$ cat src/rtl/pulse_meas.sv
// pulse_meas: arm-triggered pulse measurement.
// After arm, counts low samples of din until its first high sample (delay),
// then counts the high samples (width). Both counts saturate at 2^width-1 and
// are reported with a one-cycle valid strobe. The delay counter saturating in
// WAIT_RISE ends the measurement with timeout set.
// Build option: define PULSE_MEAS_SYNC_EN to pass din through a 2-flop
// synchronizer. This allows an asynchronous din and adds 2 cycles to dly_out.
module pulse_meas #(
  parameter int width = 8
) (
  input  logic             clk,
  input  logic             rstn,
  input  logic             arm,
  input  logic             din,
  output logic             busy,
  output logic             valid,
  output logic [width-1:0] dly_out,
  output logic [width-1:0] len_out,
  output logic             timeout
);

  typedef enum logic [1:0] {
    IDLE      = 2'd0,
    WAIT_RISE = 2'd1,
    HIGH      = 2'd2
  } state_t;

  localparam logic [width-1:0] cnt_max = '1;
  localparam logic [width-1:0] cnt_one = width'(1);

  state_t           state, state_nxt;
  logic [width-1:0] dly_cnt, dly_cnt_nxt;
  logic [width-1:0] len_cnt, len_cnt_nxt;
  logic             valid_nxt;
  logic             timeout_nxt;
  logic [width-1:0] dly_out_nxt, len_out_nxt;
  logic             s;

`ifdef PULSE_MEAS_SYNC_EN
  logic [1:0] sync_q;

  // Two-flop synchronizer. The sample point is the second flop.
  always_ff @(posedge clk or negedge rstn) begin
    if (!rstn) sync_q <= 2'b00;
    else       sync_q <= {sync_q[0], din};
  end

  assign s = sync_q[1];
`else
  assign s = din;
`endif

  assign busy = (state != IDLE);

  // Next state, counter updates and the result registers, decided from the current state and s.
  always_comb begin
    // NOTE: every output of this block gets a default first, so no path can leave a value unassigned and infer a latch.
    state_nxt   = state;
    dly_cnt_nxt = dly_cnt;
    len_cnt_nxt = len_cnt;
    valid_nxt   = 1'b0;
    timeout_nxt = timeout;
    dly_out_nxt = dly_out;
    len_out_nxt = len_out;
    unique case (state)
      IDLE: begin
        if (arm) begin
          state_nxt   = WAIT_RISE;
          dly_cnt_nxt = '0;
          len_cnt_nxt = '0;
        end
      end
      WAIT_RISE: begin
        if (s) begin
          state_nxt   = HIGH;
          len_cnt_nxt = cnt_one;
        end else if (dly_cnt == cnt_max) begin
          state_nxt   = IDLE;
          valid_nxt   = 1'b1;
          timeout_nxt = 1'b1;
          dly_out_nxt = cnt_max;
          len_out_nxt = '0;
        end else begin
          dly_cnt_nxt = dly_cnt + cnt_one;
        end
      end
      HIGH: begin
        if (s) begin
          if (len_cnt != cnt_max) len_cnt_nxt = len_cnt + cnt_one;
        end else begin
          state_nxt   = IDLE;
          valid_nxt   = 1'b1;
          timeout_nxt = 1'b0;
          dly_out_nxt = dly_cnt;
          len_out_nxt = len_cnt;
        end
      end
      default: state_nxt = IDLE;
    endcase
  end

  // State, counters and the registered result outputs.
  always_ff @(posedge clk or negedge rstn) begin
    if (!rstn) begin
      state   <= IDLE;
      dly_cnt <= '0;
      len_cnt <= '0;
      valid   <= 1'b0;
      timeout <= 1'b0;
      dly_out <= '0;
      len_out <= '0;
    end else begin
      // NOTE: non-blocking assignments, so every register samples values from before the edge.
      state   <= state_nxt;
      dly_cnt <= dly_cnt_nxt;
      len_cnt <= len_cnt_nxt;
      valid   <= valid_nxt;
      timeout <= timeout_nxt;
      dly_out <= dly_out_nxt;
      len_out <= len_out_nxt;
    end
  end

endmodule

$ cat config.mk
export PLATFORM = sky130hd
export DESIGN_NAME = pulse_meas
export DESIGN_NICKNAME = d
export VERILOG_FILES = /design/src/rtl/pulse_meas.sv
export SDC_FILE = /design/constraint.sdc
export NUM_CORES = 1
export LEC_CHECK = 0
export CAP_MARGIN = 30
export CORE_ASPECT_RATIO = 1.1
export CORE_MARGIN = 5
export CORE_UTILIZATION = 45
export CTS_CLUSTER_SIZE = 16
export DETAILED_ROUTE_END_ITERATION = 8
export GPL_TIMING_DRIVEN = 0
export PLACE_DENSITY_LB_ADDON = 0.2
export SKIP_CTS_REPAIR_TIMING = 1
export SLEW_MARGIN = 20
export SYNTH_ARGS = -nofsm -noshare
export SYNTH_HDL_FRONTEND = slang
export SYNTH_SLANG_ARGS = --single-unit
export TNS_END_PERCENT = 1
$ cat constraint.sdc
create_clock -name clk -period 3.2 [get_ports clk]
set_clock_uncertainty 0.05 [all_clocks]
set_input_delay 0.48 -clock clk [delete_from_list [all_inputs] [get_ports clk]]
set_output_delay 0.48 -clock clk [all_outputs]
set_load 0.01 [all_outputs]
==> out/results.tsv <==
stage	metric	value	unit
synthesis	Mapped Cells	209	
grt	pin count of the biggest net entering global routing	21	
synthesis	Mean Syn Cell Area	9.459	um^2
timing	Setup WS post-layout	0.7422	ns
timing	fin crit share	0.7681	
grt	global router's overall resource usage	0.1669	
placed_design	placed cell area	0.002277	mm^2
clocking	CTS HTree Levels	2	
grt	Most Crowded Layer GR	met1	
placed_design	post-DP HPWL	3232	um
synthesis	Post-synth EDFFs	0	
clocking	CTS buffer count	5	
die	Rows	25	
cells_and_area	fin area	0.002374	mm^2
routing	Pre-Repair DR Iteration Count	4	
critical_path	r2r setup slk	0.92	ns
synthesis	Seq/Total Area, Yosys	0.4557	
power	switching fraction of total power	0.3881	
power	PD cells	725.8	mW/mm^2
critical_path	Critical Path Source Type	flip-flop	
synthesis	Yosys top cell area share	0.4557	
synthesis	dominant cell type by area after synthesis	dfrtp_1	
clocking	clock transition at the registers of the reported paths	0.08	ns
timing	Slew HR	0.5543	
routing	ANT nets after route	0	
timing	final hold slack	0.07273	ns
timing	Highest Clock Rate	0.4069	GHz
die	# IOs	23	
synthesis	commonest cells in the netlist	36 x dfrtp_1, 21 x nand2_1, 16 x nor2_1	
routing	WL per Instance	15.35	um
grt	GRT met1 Usage	0.2426	
routing	Routed WL	4482	um
clocking	Clock Path Buffers	2	
grt	first-pass GRT wire length	7521	um
critical_path	critical path endpoint	busy	
critical_path	Crit. Startpoint	state[1]	
flow_run	maxcap violations	0	
synthesis	FFs w/ async S/R, synth	1.000	
routing	DR vias	1707	
cells_and_area	Area Growth Syn to Fin	20.06	%
timing	Period minus WS final	2.458	ns
status	status	finished, final reports clean	
routing	vias per inst	5.846	
grt	initial antenna violation count	0	
grt	vias in the first global route	1512	
critical_path	reg2reg start	state[1]	
critical_path	R2R depth	8	
clocking	Worst-Skew Late Latency	0.29	ns
die	core area	0.004285	mm^2
placed_design	pre-CTS WS	0.7978	ns
clocking	CTS tree	yes	
critical_path	critical path required time	2.67	ns
die	Initial Util	0.4613	
grt	Overflow after GRT	0	
synthesis	Post-synth top flop	dfrtp_1	
synthesis	post-synth cell types	48	
synthesis	Yosys reg bits	36	
synthesis	post-synthesis cell area	0.001977	mm^2
timing	Least-Margin Pin Slew	0.6616	ns
timing	Final setup viols	0	
routing	Remaining DRCs	0	
worst_hold_path	HP Class	in2async	
power	leakage dissipation	1.007	nW
die	Die W	73.20	um
timing	final hold vios	0	
power	Clk pwr share	0.205	
critical_path	worst path cell trace	inv_1, ha_1, clkbuf_1, inv_1, clkdlybuf4s50_1	
grt	met2 usage	0.2388	
grt	GR Util met3	0.03904	
placed_design	Final Wtd Congestion	0.7862	
critical_path	Slowest-stage cell, CP	clkdlybuf4s50_1	
die	Die ar.	0.005820	mm^2
cells_and_area	Post-Layout Cell Count	292	
clocking	root buf cell	clkbuf_8	
power	peak supply drop	0.0003859	V
synthesis	count leader, synth	dfrtp_1	
routing	initial drt markers	100	
cells_and_area	Antenna diodes	0	
power	total internal power	1.054	mW
timing	Slew Viols, Final	0	
critical_path	CP max FO	10	
cells_and_area	layout cells sized above 1	0.08403	
synthesis	leading post-synthesis cells by cell area	dfrtp_1 46%, a22o_1 4.0%, nand2_1 4.0%	
synthesis	synth warn	0	
cells_and_area	nets@finish	248	
critical_path	critical setup path kind	reg2out	
critical_path	Setup crit end kind	primary output	
timing	RSZ-0062 raised after global routing	false	
critical_path	Crit path largest cell delay	0.50	ns
clocking	clock sinks	36	
power	Comb pwr share	0.430	
critical_path	R2R Path End	len_cnt[3]	
timing	total negative slack	0	ns
placed_design	IO Port Bufs	21	
power	Seq pwr share	0.365	
synthesis	Post-Synthesis Net Count	219	
placed_design	Inst Count DP	285	
cells_and_area	fillcell total	388	
die	Die Y	79.52	um
critical_path	most used cell, CP	inv_1	
critical_path	CP arrival	1.93	ns
power	sw power	0.6685	mW
==> cells in the final DEF (no fill, tap or decap), drive strengths merged, types with 2 or more instances in the layout <==
| cell | Yosys | final |
|---|---|---|
| inv | 7 | 7 |
| nand2b | 5 | 5 |
| nor2 | 16 | 16 |
| buf | 6 | 8 |
| ha | 6 | 6 |
| o22ai | 6 | 6 |
| nand2 | 21 | 21 |
| a211o | 2 | 2 |
| and2 | 3 | 3 |
| dfrtp | 36 | 36 |
| o41ai | 2 | 2 |
| a211oi | 2 | 2 |
| a31oi | 2 | 2 |
| clkbuf | 8 | 15 |
| nor3 | 2 | 2 |
| a21oi | 13 | 13 |
| nand3 | 7 | 7 |
| a21o | 3 | 3 |
| nor2b | 4 | 4 |
| nand4 | 5 | 5 |
| and3 | 2 | 2 |
| mux2i | 4 | 4 |
| o22a | 2 | 2 |
| o21ai | 13 | 13 |
| a22o | 9 | 9 |
| o2111ai | 2 | 2 |
| nand4b | 2 | 2 |
| and4 | 2 | 2 |
| clkdlybuf4s50 | 0 | 20 |
| o31ai | 4 | 4 |
==> routing by layer <==
metal / vias up / share of wire
met5: - / 0
met4: 0 / 0.015
met3: 7 / 0.055
met2: 43 / 0.43
met1: 825 / 0.50
li1: 832 / -
==> state kept, by name (all words and copies together) (netlist names) <==
signal	flops
dly_cnt	8
dly_out	8
len_cnt	8
len_out	8
state	2
timeout	1
valid	1
==> worst max-delay path, delay by kind of cell (launching register included) <==
kind       cells  cell delay [ns]
buf+inv        4             1.07
fa+ha+maj      1             0.16
flops          1             0.41
==> power by group through the flow <==
stage | sequential, mW | clock [mW] | combinational (mW)
3_3_place_gp | 0.633 | 0 | 0.727
4_1_cts | 0.629 | 0.358 | 0.739
2_1_floorplan | 0.646 | 0 | 0.450
3_5_place_dp | 0.636 | 0 | 0.733
5_1_grt | 0.643 | 0.382 | 0.820
6_report | 0.629 | 0.353 | 0.741
==> metrics by stage <==
| stage | utilization | total power, mW |
|---|---|---|
| 2_1_floorplan | - | 1.096 |
| 3_3_place_gp | 0.5261 | 1.360 |
| 3_5_place_dp | 0.5314 | 1.370 |
| 5_1_grt | 0.5539 | 1.846 |
| 6_report | 0.5539 | 1.723 |
| 4_1_cts | 0.5539 | 1.725 |
==> cell type report <==
cell class | instances | area [um^2] | share of cell area
Inverter | 7 | 26.28 | 0.01107
Clock buffer | 7 | 96.34 | 0.04059
Multi-Input combinational cell | 152 | 965.9 | 0.4070
Sequential cell | 36 | 900.9 | 0.3795
Tap cell | 54 | 67.56 | 0.02847
Timing Repair Buffer | 22 | 232.7 | 0.09805
Buffer | 14 | 83.83 | 0.03532
==> worst min-delay path by stage <==
stage                          start         end  slack, ns  depth (start not counted)
after detailed placement        rstn  len_cnt[5]       0.40                          1
after global routing            rstn  dly_cnt[1]       0.09                          1
after CTS                       rstn  dly_cnt[1]       0.09                          1
after floorplan                 rstn  dly_cnt[0]       0.13                          0
final                           rstn    state[1]       0.07                          1
after global placement    len_out[6]  len_out[6]       0.44                          1
==> cells by family after synthesis <==
logic type	Yosys count	synth area share
AND/OR/NAND/NOR	74	0.1937
AO/OA/AOI/OAI	68	0.2367
flip-flops	36	0.4557
buffers and inverters	21	0.05569
adder cells (fa/ha/maj)	6	0.03797
multiplexers	4	0.02025
Note: power is estimated with default switching activity, not from simulation.
